==> config.mk <==
export PLATFORM = sky130hd
export DESIGN_NAME = pwm_duty_decoder_flat
export DESIGN_NICKNAME = d
export VERILOG_FILES = /design/src/rtl/pwm_pkg.sv /design/src/rtl/pwm_duty_decoder_if.sv /design/src/rtl/pwm_edge_sync.sv /design/src/rtl/pwm_duty_decoder.sv /design/src/flat_wrapper.sv
export SDC_FILE = /design/constraint.sdc
export NUM_CORES = 1
export LEC_CHECK = 0
export CAP_MARGIN = 40
export CORE_ASPECT_RATIO = 0.8
export CORE_UTILIZATION = 40
export CTS_BUF_LIST = sky130_fd_sc_hd__clkbuf_4 sky130_fd_sc_hd__clkbuf_8
export CTS_CLUSTER_SIZE = 16
export DETAILED_ROUTE_END_ITERATION = 8
export PLACE_DENSITY = 0.61
export SYNTH_ARGS = -nofsm -noshare
export SYNTH_HDL_FRONTEND = slang
export SYNTH_SLANG_ARGS = --single-unit
==> constraint.sdc <==
create_clock -name clk -period 2.3 [get_ports clk]
set_input_delay 0.46 -clock clk [delete_from_list [all_inputs] [get_ports clk]]
set_output_delay 0.46 -clock clk [all_outputs]
set_load 0.01 [all_outputs]
==> src/rtl/pwm_pkg.sv <==
// pwm_pkg: shared state encoding and default sizing for the PWM duty decoder
// No ports; provides state_t, DEF_WIDTH and DEF_TIMEOUT.
package pwm_pkg;
    localparam int DEF_WIDTH = 10;
    localparam int DEF_TIMEOUT = 2047;
    typedef enum logic [1:0] {IDLE, MEASURE, STUCK} state_t;
endpackage

==> src/rtl/pwm_duty_decoder_if.sv <==
// pwm_duty_decoder_if: PWM input and measurement results bundled between source and decoder
// Signals: pwm_in (to decoder), duty, period, valid, stuck (from decoder).
// Modports: master = PWM source / consumer side, slave = decoder side.
interface pwm_duty_decoder_if
    import pwm_pkg::*;
#(
    parameter int WIDTH = DEF_WIDTH
);
    logic             pwm_in;
    logic [WIDTH-1:0] duty;
    logic [WIDTH:0]   period;
    logic             valid;
    logic             stuck;
    modport master (output pwm_in, input duty, period, valid, stuck);
    modport slave  (input pwm_in, output duty, period, valid, stuck);
endinterface

==> src/rtl/pwm_edge_sync.sv <==
// pwm_edge_sync: synchronizes the async PWM input and flags its rising edges
// Ports: clk, reset (sync, active-high), pwm_in (async) -> s (synchronized level), rise (edge strobe).
// Config: PWM_ACTIVE_LOW_EN inverts the synchronized level so low-active drive reads as on-time.
module pwm_edge_sync #(
    parameter int SYNC_STAGES = 2
) (
    input  logic clk,
    input  logic reset,
    input  logic pwm_in,
    output logic s,
    output logic rise
);
    logic [SYNC_STAGES-1:0] sync;
    logic                   prev;
    always_ff @(posedge clk) begin
        if (reset) begin
            sync <= '0;
            prev <= 1'b0;
        end else begin
            sync <= {sync[SYNC_STAGES-2:0], pwm_in};
            prev <= s;
        end
    end
`ifdef PWM_ACTIVE_LOW_EN
    assign s = ~sync[SYNC_STAGES-1];
`else
    assign s = sync[SYNC_STAGES-1];
`endif
    assign rise = s & ~prev;
endmodule

==> src/rtl/pwm_duty_decoder.sv <==
// pwm_duty_decoder: measures high time and period of a PWM input between rising edges
// Ports: clk, reset (sync, active-high), bus (slave): pwm_in -> duty, period, valid, stuck.
// Config: PWM_ACTIVE_LOW_EN (in pwm_edge_sync) measures low time of pwm_in instead of high time.
module pwm_duty_decoder
    import pwm_pkg::*;
#(
    parameter int WIDTH       = DEF_WIDTH,
    parameter int SYNC_STAGES = 2,
    parameter int TIMEOUT     = DEF_TIMEOUT
) (
    input logic                 clk,
    input logic                 reset,
    pwm_duty_decoder_if.slave   bus
);
    localparam logic [WIDTH:0]   TMO   = (WIDTH+1)'(TIMEOUT);
    localparam logic [WIDTH:0]   P_ONE = (WIDTH+1)'(1);
    localparam logic [WIDTH-1:0] H_ONE = WIDTH'(1);
    state_t           state, state_n;
    logic [WIDTH:0]   pcnt, pcnt_n, pcnt_inc, period_n;
    logic [WIDTH-1:0] hcnt, hcnt_n, hcnt_inc, duty_n;
    logic             valid_n, stuck_n, s, rise;
    pwm_edge_sync #(.SYNC_STAGES(SYNC_STAGES)) u_sync (
        .clk    (clk),
        .reset  (reset),
        .pwm_in (bus.pwm_in),
        .s      (s),
        .rise   (rise)
    );
    assign pcnt_inc = &pcnt ? pcnt : pcnt + 1'b1;
    assign hcnt_inc = &hcnt ? hcnt : hcnt + 1'b1;
    always_comb begin
        state_n  = state;
        pcnt_n   = pcnt;
        hcnt_n   = hcnt;
        duty_n   = bus.duty;
        period_n = bus.period;
        stuck_n  = bus.stuck;
        valid_n  = 1'b0;
        // a rise always restarts measurement; only MEASURE owns a complete period to report
        if (rise) begin
            state_n = MEASURE;
            pcnt_n  = P_ONE;
            hcnt_n  = H_ONE;
            if (state == MEASURE) begin
                period_n = pcnt;
                duty_n   = hcnt;
                valid_n  = 1'b1;
                stuck_n  = 1'b0;
            end
        end else if (state != STUCK) begin
            if (pcnt == TMO) begin
                state_n  = STUCK;
                stuck_n  = 1'b1;
                period_n = '0;
                duty_n   = s ? '1 : '0;
                valid_n  = 1'b1;
            end else begin
                pcnt_n = pcnt_inc;
                hcnt_n = (state == MEASURE && s) ? hcnt_inc : hcnt;
            end
        end
    end
    always_ff @(posedge clk) begin
        if (reset) begin
            state      <= IDLE;
            pcnt       <= '0;
            hcnt       <= '0;
            bus.duty   <= '0;
            bus.period <= '0;
            bus.valid  <= 1'b0;
            bus.stuck  <= 1'b0;
        end else begin
            state      <= state_n;
            pcnt       <= pcnt_n;
            hcnt       <= hcnt_n;
            bus.duty   <= duty_n;
            bus.period <= period_n;
            bus.valid  <= valid_n;
            bus.stuck  <= stuck_n;
        end
    end
endmodule

==> src/flat_wrapper.sv <==
// flat-port wrapper written by rule: the top's interface ports become plain ports
module pwm_duty_decoder_flat import pwm_pkg::*;
#(
    parameter int WIDTH       = DEF_WIDTH,
    parameter int SYNC_STAGES = 2,
    parameter int TIMEOUT     = DEF_TIMEOUT
)
  (clk, reset, bus_pwm_in, bus_duty, bus_period, bus_valid, bus_stuck);
  pwm_duty_decoder_if #(.WIDTH(WIDTH)) bus_i ();
  input logic clk;
  input logic reset;
  input wire logic [$bits(bus_i.pwm_in)-1:0] bus_pwm_in;
  output wire logic [$bits(bus_i.duty)-1:0] bus_duty;
  output wire logic [$bits(bus_i.period)-1:0] bus_period;
  output wire logic [$bits(bus_i.valid)-1:0] bus_valid;
  output wire logic [$bits(bus_i.stuck)-1:0] bus_stuck;
  assign bus_i.pwm_in = bus_pwm_in;
  assign bus_duty = bus_i.duty;
  assign bus_period = bus_i.period;
  assign bus_valid = bus_i.valid;
  assign bus_stuck = bus_i.stuck;
  pwm_duty_decoder #(.WIDTH(WIDTH), .SYNC_STAGES(SYNC_STAGES), .TIMEOUT(TIMEOUT)) u_core (.clk(clk), .reset(reset), .bus(bus_i));
endmodule
==> results of run 1 <==
-- cell type report --
class | instances | share of cell area (%)
clock inverter | 3 | 2.63
tap | 60 | 3.04
timing repair buffer | 34 | 12.9
sequential | 49 | 39.7
multi-input combinational | 154 | 38.8
inverter | 1 | 0.152
clock buffer | 5 | 2.79
-- cells by family (layout without fill, tap and decap cells) --
kind of cell / count (synthesis) / after routing / synth area share [%]
simple gates: 85 / 85 / 23.9
fa+ha+maj: 2 / 2 / 1.26
buf+inv: 12 / 43 / 2.70
compound gates: 52 / 52 / 16.2
mux: 1 / 1 / 0.503
xor+xnor: 14 / 14 / 6.16
flops: 49 / 49 / 49.3
-- critical path, delay by kind of cell (launching register included) --
family | cells | cell delay [ps]
compound gates | 2 | 380
fa+ha+maj | 1 | 240
flops | 1 | 410
simple gates | 3 | 830
-- synthesized netlist by cell type (2+ instances only) --
library cell	n	area, sq um
xnor2_1	11	96.3
nand3_2	2	20.0
nor2_1	20	75.1
a22o_1	11	96.3
nand2b_1	4	25.0
nor4b_1	2	17.5
nor2b_1	8	50.1
o21ai_0	14	70.1
nand3b_1	9	67.6
nand4_1	3	18.8
nand3_1	7	35.0
nor3b_1	3	22.5
clkbuf_1	9	33.8
or3_1	4	25.0
xor2_1	3	26.3
o31ai_1	2	15.0
dfxtp_1	49	981
a21oi_1	13	65.1
nand2_1	11	41.3
nor3_1	7	35.0
ha_1	2	25.0
o21ai_1	8	40.0
-- sequential cells by signal (all words and copies together) (netlist names) --
name	count
u_core.pcnt	11
u_core.bus.duty	10
u_core.u_sync.prev	1
u_core.u_sync.sync	2
u_core.state	2
u_core.hcnt	10
u_core.bus.stuck	1
u_core.bus.period	11
u_core.bus.valid	1
-- timing repair --
item | in CTS | in global routing
endpoints found under the setup margin | 0 | 11
gates resized for setup | 0 | 1
hold buffers | 0 | 0
-- worst max-delay path by stage --
| stage | endpoint | slack, ps |
|---|---|---|
| floorplan | u_core.bus.period[10] | 350 |
| global placement | u_core.bus.period[1] | 220 |
| CTS | u_core.bus.period[4] | 170 |
| detailed placement | u_core.bus.period[6] | 190 |
| global route | u_core.bus.period[7] | 220 |
| finish | u_core.bus.period[4] | 340 |
-- per-layer routing --
metal	up-vias	wire length, um
met5	-	0
met4	0	34
met3	5	138
met2	27	1570
met1	731	2390
li1	824	-
-- per-stage QoR --
step | std cells | setup WS (ps) | util, %
after floorplan | 215 | 347 | -
after global placement | 298 | 223 | 49.9
after detailed placement | 298 | 192 | 49.9
after CTS | 306 | 169 | 52.7
after global routing | 306 | 220 | 52.8
final | 306 | 336 | 52.8
-- power groups by stage --
stage / combinational [mW] / sequential [mW] / clock [mW]
2_1_floorplan: 0.0386 / 0.885 / 0
3_3_place_gp: 0.0536 / 0.888 / 0
3_5_place_dp: 0.0537 / 0.888 / 0
4_1_cts: 0.0540 / 0.869 / 0.736
5_1_grt: 0.0596 / 0.871 / 0.771
6_report: 0.0544 / 0.869 / 0.715
==> impl_metrics.toml, run 1 <==
[outcome]
status = "finished, final reports clean"

[hold_path]
holdPathStages = 1
min_to = "u_core.u_sync.sync[1]"
hold_start = "u_core.u_sync.sync[0]"
min-delay-path-class = "flop to flop"

[clock_network]
clock_path_buffers = 2
htreeDepth = 2
cts_tree = "yes"
cts_buffers = 5
root_buffer = "clkbuf_8"
postCtsSetupBuffers = 0
clk_latency_ps = 300
clock_sinks = 49
path_clk_slew_ps = 90

[floorplan]
die_h_um = 65.1
start_util_pct = 42.5
die_area_sq_um = 5260
rows = 22
coreArea_sq_um = 4680
top_level_ports = 26
die_x_um = 80.9

[routing]
wirelength_mm = 4.13
vias = 1587
wl_per_cell_um = 13.5
drcViolationCount = 0
viasPerCell = 5.19
drt-pass1-iter-count = 4
drt.antenna.violating_nets = 0
detail_route.iter0.violations = 81

[final_layout]
regArea_sq_um = 981
nets = 250
fill_cells = 444
multi_input_area_sq_um = 958
layout-drive-gt1-share_pct = 8.94
layout_commonest_cell = "dfxtp_1"
diodes = 0
finish.instance_area_sq_um = 2470
area.growth.synth_to_final_pct = 24.1
final_cell_mix = "dfxtp_1 (49), clkdlybuf4s50_1 (25), nor2_1 (20), o21ai_0 (14), a21oi_1 (13)"

[setup_path]
crit_type = "flop to flop"
startpoint_type = "flop"
reg2reg_from = "u_core.pcnt[0]"
critPathMaxStageDelay_ps = 410
cp_slowest_cell = "dfxtp_1"
cp_max_fo = 11
reg2reg_to = "u_core.bus.period[4]"
end_kind = "flop"
cp.required_ps = 2490
worstPathArrival_ps = 2160
reg2reg_slack_ps = 340
critPathLaunch = "u_core.pcnt[0]"
r2r_cells = 6
crit_chain = "ha_1, nand4_2, or3_1, a2bb2oi_1, nor2b_2, a22o_1"

[global_routing]
grt_max_degree = 21
gr-usage-met2_pct = 21.6
grt_pass1_vias = 1372
grt_pass1_wl_mm = 6.71
grtUsageMet3_pct = 4.03
grtUsageTotal_pct = 16.6
grt_remaining_overflow = 0
antenna_found_initial = 0
use_met1_pct = 26.3
top_usage_layer = "met1"

[power]
max-vdd-ir-drop_mv = 0.384
p_sw_mw = 0.326
leakagePower_nw = 0.826
internal-power_mw = 1.31
clock_power_share_pct = 43.6
p_comb_share_pct = 3.3
p_seq_share_pct = 53.0
swShare_pct = 19.9
p_per_area_nw_per_um2 = 663
p_total_mw = 1.64

[sta]
slew_viol_final = 0
worstMarginPinSlew_ps = 505
rsz0062_at_grt = "no"
final.min_clock_period_ps = 1960
fin_skew_ps = 9.74
setup_viol = 0
relSlewSlack_pct = 66.1
whs_ps = 463
setup_tns_ps = 0
hold_viol = 0
timing.fmax_ghz = 0.509
fin_crit_sh_pct = 85.4

[flow_run]
maxCapViolCount = 0

[placed_design]
portBuffers = 25
place_area_sq_um = 2330
dpl.hpwl_mm = 2.81
gp_congestion = 0.823

[yosys]
synth_nets = 220
yosys_register_bits = 49
postSynth.asyncResetShare_pct = 0
yosysSeqAreaShare_pct = 49.3
yosys_warnings = 0
synth_edf_count = 0
syn_avg_cell_area_sq_um = 9.26
syn-cell-area_sq_um = 1990
synthFlopType = "dfxtp_1"
synthCells = 215
synth.distinct_cells = 35
Note: power is estimated with default switching activity, not from simulation.
==> run 2, diff against run 1 <==
--- a/config.mk
+++ b/config.mk
@@ -5,12 +5,15 @@
 export SDC_FILE = /design/constraint.sdc
 export NUM_CORES = 1
 export LEC_CHECK = 0
+export ABC_CLOCK_PERIOD_IN_PS = 2300
 export CAP_MARGIN = 40
 export CORE_ASPECT_RATIO = 0.8
+export CORE_MARGIN = 1.5
 export CORE_UTILIZATION = 40
 export CTS_BUF_LIST = sky130_fd_sc_hd__clkbuf_4 sky130_fd_sc_hd__clkbuf_8
 export CTS_CLUSTER_SIZE = 16
 export DETAILED_ROUTE_END_ITERATION = 8
+export GPL_TIMING_DRIVEN = 0
 export PLACE_DENSITY = 0.61
 export SYNTH_ARGS = -nofsm -noshare
 export SYNTH_HDL_FRONTEND = slang
==> impl_metrics.toml, run 2 (synthesis results as in run 1) <==
[outcome]
status = "finished, final reports clean"

[power]
p_total_mw = 1.57
p_per_area_nw_per_um2 = 640
leakagePower_nw = 0.798
max-vdd-ir-drop_mv = 0.337

[final_layout]
diodes = 0
multi_input_area_sq_um = 967
top_regs = "u_core.bus.period (11), u_core.pcnt (11)"
layout-drive-gt1-share_pct = 6.45
fill_cells = 460
fin_util_pct = 52.3
nets = 252
layout_commonest_cell = "dfxtp_1"
finalNonFillerCells = 308
final_cell_mix = "dfxtp_1 (48), clkdlybuf4s50_1 (25), nor2_1 (20), o21ai_0 (14), a21oi_1 (13)"
area.growth.synth_to_final_pct = 23.0
regArea_sq_um = 982

[floorplan]
die_area_sq_um = 5410
rows = 22
coreArea_sq_um = 4680
start_util_pct = 42.5
top_level_ports = 26
die_x_um = 81.9
die_h_um = 66.1

[setup_path]
cp.required_ps = 2500
critPathMaxStageDelay_ps = 410
timing.critical_path.to = "u_core.bus.period[9]"
crit_chain = "ha_2, nand4_4, or3_1, clkbuf_1, a2bb2oi_1, nor2b_1, buf_6, a22o_1"
cp_num_buf_inv = 2
critPathLaunch = "u_core.pcnt[1]"
r2r_cells = 8
crit_type = "flop to flop"
reg2reg_slack_ps = 150
crit_family = "simple AND/OR/NAND/NOR gates"
crit_cells = 8
reg2reg_from = "u_core.pcnt[1]"
cp_slowest_cell = "dfxtp_1"
reg2reg_to = "u_core.bus.period[9]"
end_kind = "flop"
cp_max_fo = 10
startpoint_type = "flop"
worstPathArrival_ps = 2350

[global_routing]
antenna_found_initial = 0
grt_pass1_wl_mm = 7.02
grt_max_degree = 15
grt_pass1_vias = 1415
grt_remaining_overflow = 0
grtUsageTotal_pct = 17.2

[routing]
wl_per_cell_um = 13.5
drcViolationCount = 0
detail_route.iter0.violations = 56
viasPerCell = 5.21
drt.antenna.violating_nets = 0
vias = 1606
drt-pass1-iter-count = 4
wirelength_mm = 4.16

[sta]
rsz0062_at_grt = "no"
slew_viol_final = 0
setup_tns_ps = 0
worstMarginPinSlew_ps = 756
hold_viol = 0
fin_crit_sh_pct = 93.5
finalWorstSetupSlack_ps = 150
timing.fmax_ghz = 0.465
relSlewSlack_pct = 49.2
fin_skew_ps = 7.18
setup_viol = 0
final.min_clock_period_ps = 2150

[clock_network]
cts_hold_buffers = 0
clock_sinks = 49
path_clk_slew_ps = 90
clk_latency_ps = 300
clock_path_buffers = 2
root_buffer = "clkbuf_8"
htreeDepth = 2
cts_tree = "yes"
cts_buffers = 5

[placed_design]
portBuffers = 25
dpl.hpwl_mm = 2.92
gp_congestion = 0.786
dpl.cell_count = 300
pre_cts_slack_ps = 70.2

[flow_run]
maxCapViolCount = 0

[hold_path]
min-delay-path-class = "flop to flop"
holdPathStages = 1
[run 2: changes by cell type in the layout (fill, tap and decap cells not counted), sizes merged]
cell / previous run / this run
clkbuf: 5 / 16
bufinv: 2 / 1
clkinv: 1 / 0
buf: 9 / 2
[run 2: worst register-to-register path, delay by kind of cell, from the launching register on]
kind	cells	cell delay, ps
fa+ha+maj	1	250
buf+inv	2	350
simple gates	3	660
compound gates	2	380
flops	1	410
[run 2: worst min-delay path by stage]
stage | startpoint | endpoint
after floorplan | u_core.u_sync.sync[0] | u_core.u_sync.sync[1]
after global placement | u_core.u_sync.sync[0] | u_core.u_sync.sync[1]
after detailed placement | u_core.u_sync.sync[0] | u_core.u_sync.sync[1]
after CTS | u_core.u_sync.sync[0] | u_core.u_sync.sync[1]
after global routing | u_core.u_sync.sync[0] | u_core.u_sync.sync[1]
final | u_core.u_sync.sync[0] | u_core.u_sync.sync[1]
[run 2: report_power, final]
part	switching, mW	internal, mW
Combinational	0.0329	0.0241
Clock	0.276	0.366
Sequential	0.0116	0.857
[run 2: cell type report]
| class | count | area share [%] |
|---|---|---|
| plain buffers | 11 | 2.04 |
| clock buffers | 7 | 3.68 |
| clock inverters | 1 | 1.23 |
| inverters | 1 | 0.153 |
| multi-input cells | 154 | 39.5 |
| flip-flops and latches | 49 | 40.1 |
| well taps | 60 | 3.07 |
| repair buffers | 25 | 10.2 |
[run 2: repair_timing]
item,CTS,global route
endpoints found under the hold margin,0,0
setup buffers,0,0
endpoints found under the setup margin,0,16
gates resized for setup,0,3
[run 2: layer usage]
layer	GRT usage [%]	vias to the layer above	part of all wire, %
met3	3.72	6	3.4
met1	27.2	743	58
met4	6.99	0	1.6
li1	-	831	-
met2	21.7	26	37
met5	0	-	0
[run 2: through the flow]
stage,area (sq um),hold slack (ps)
after floorplan,1990,414
after global placement,2320,418
after detailed placement,2320,445
after CTS,2440,473
after global routing,2450,479
final,2450,464
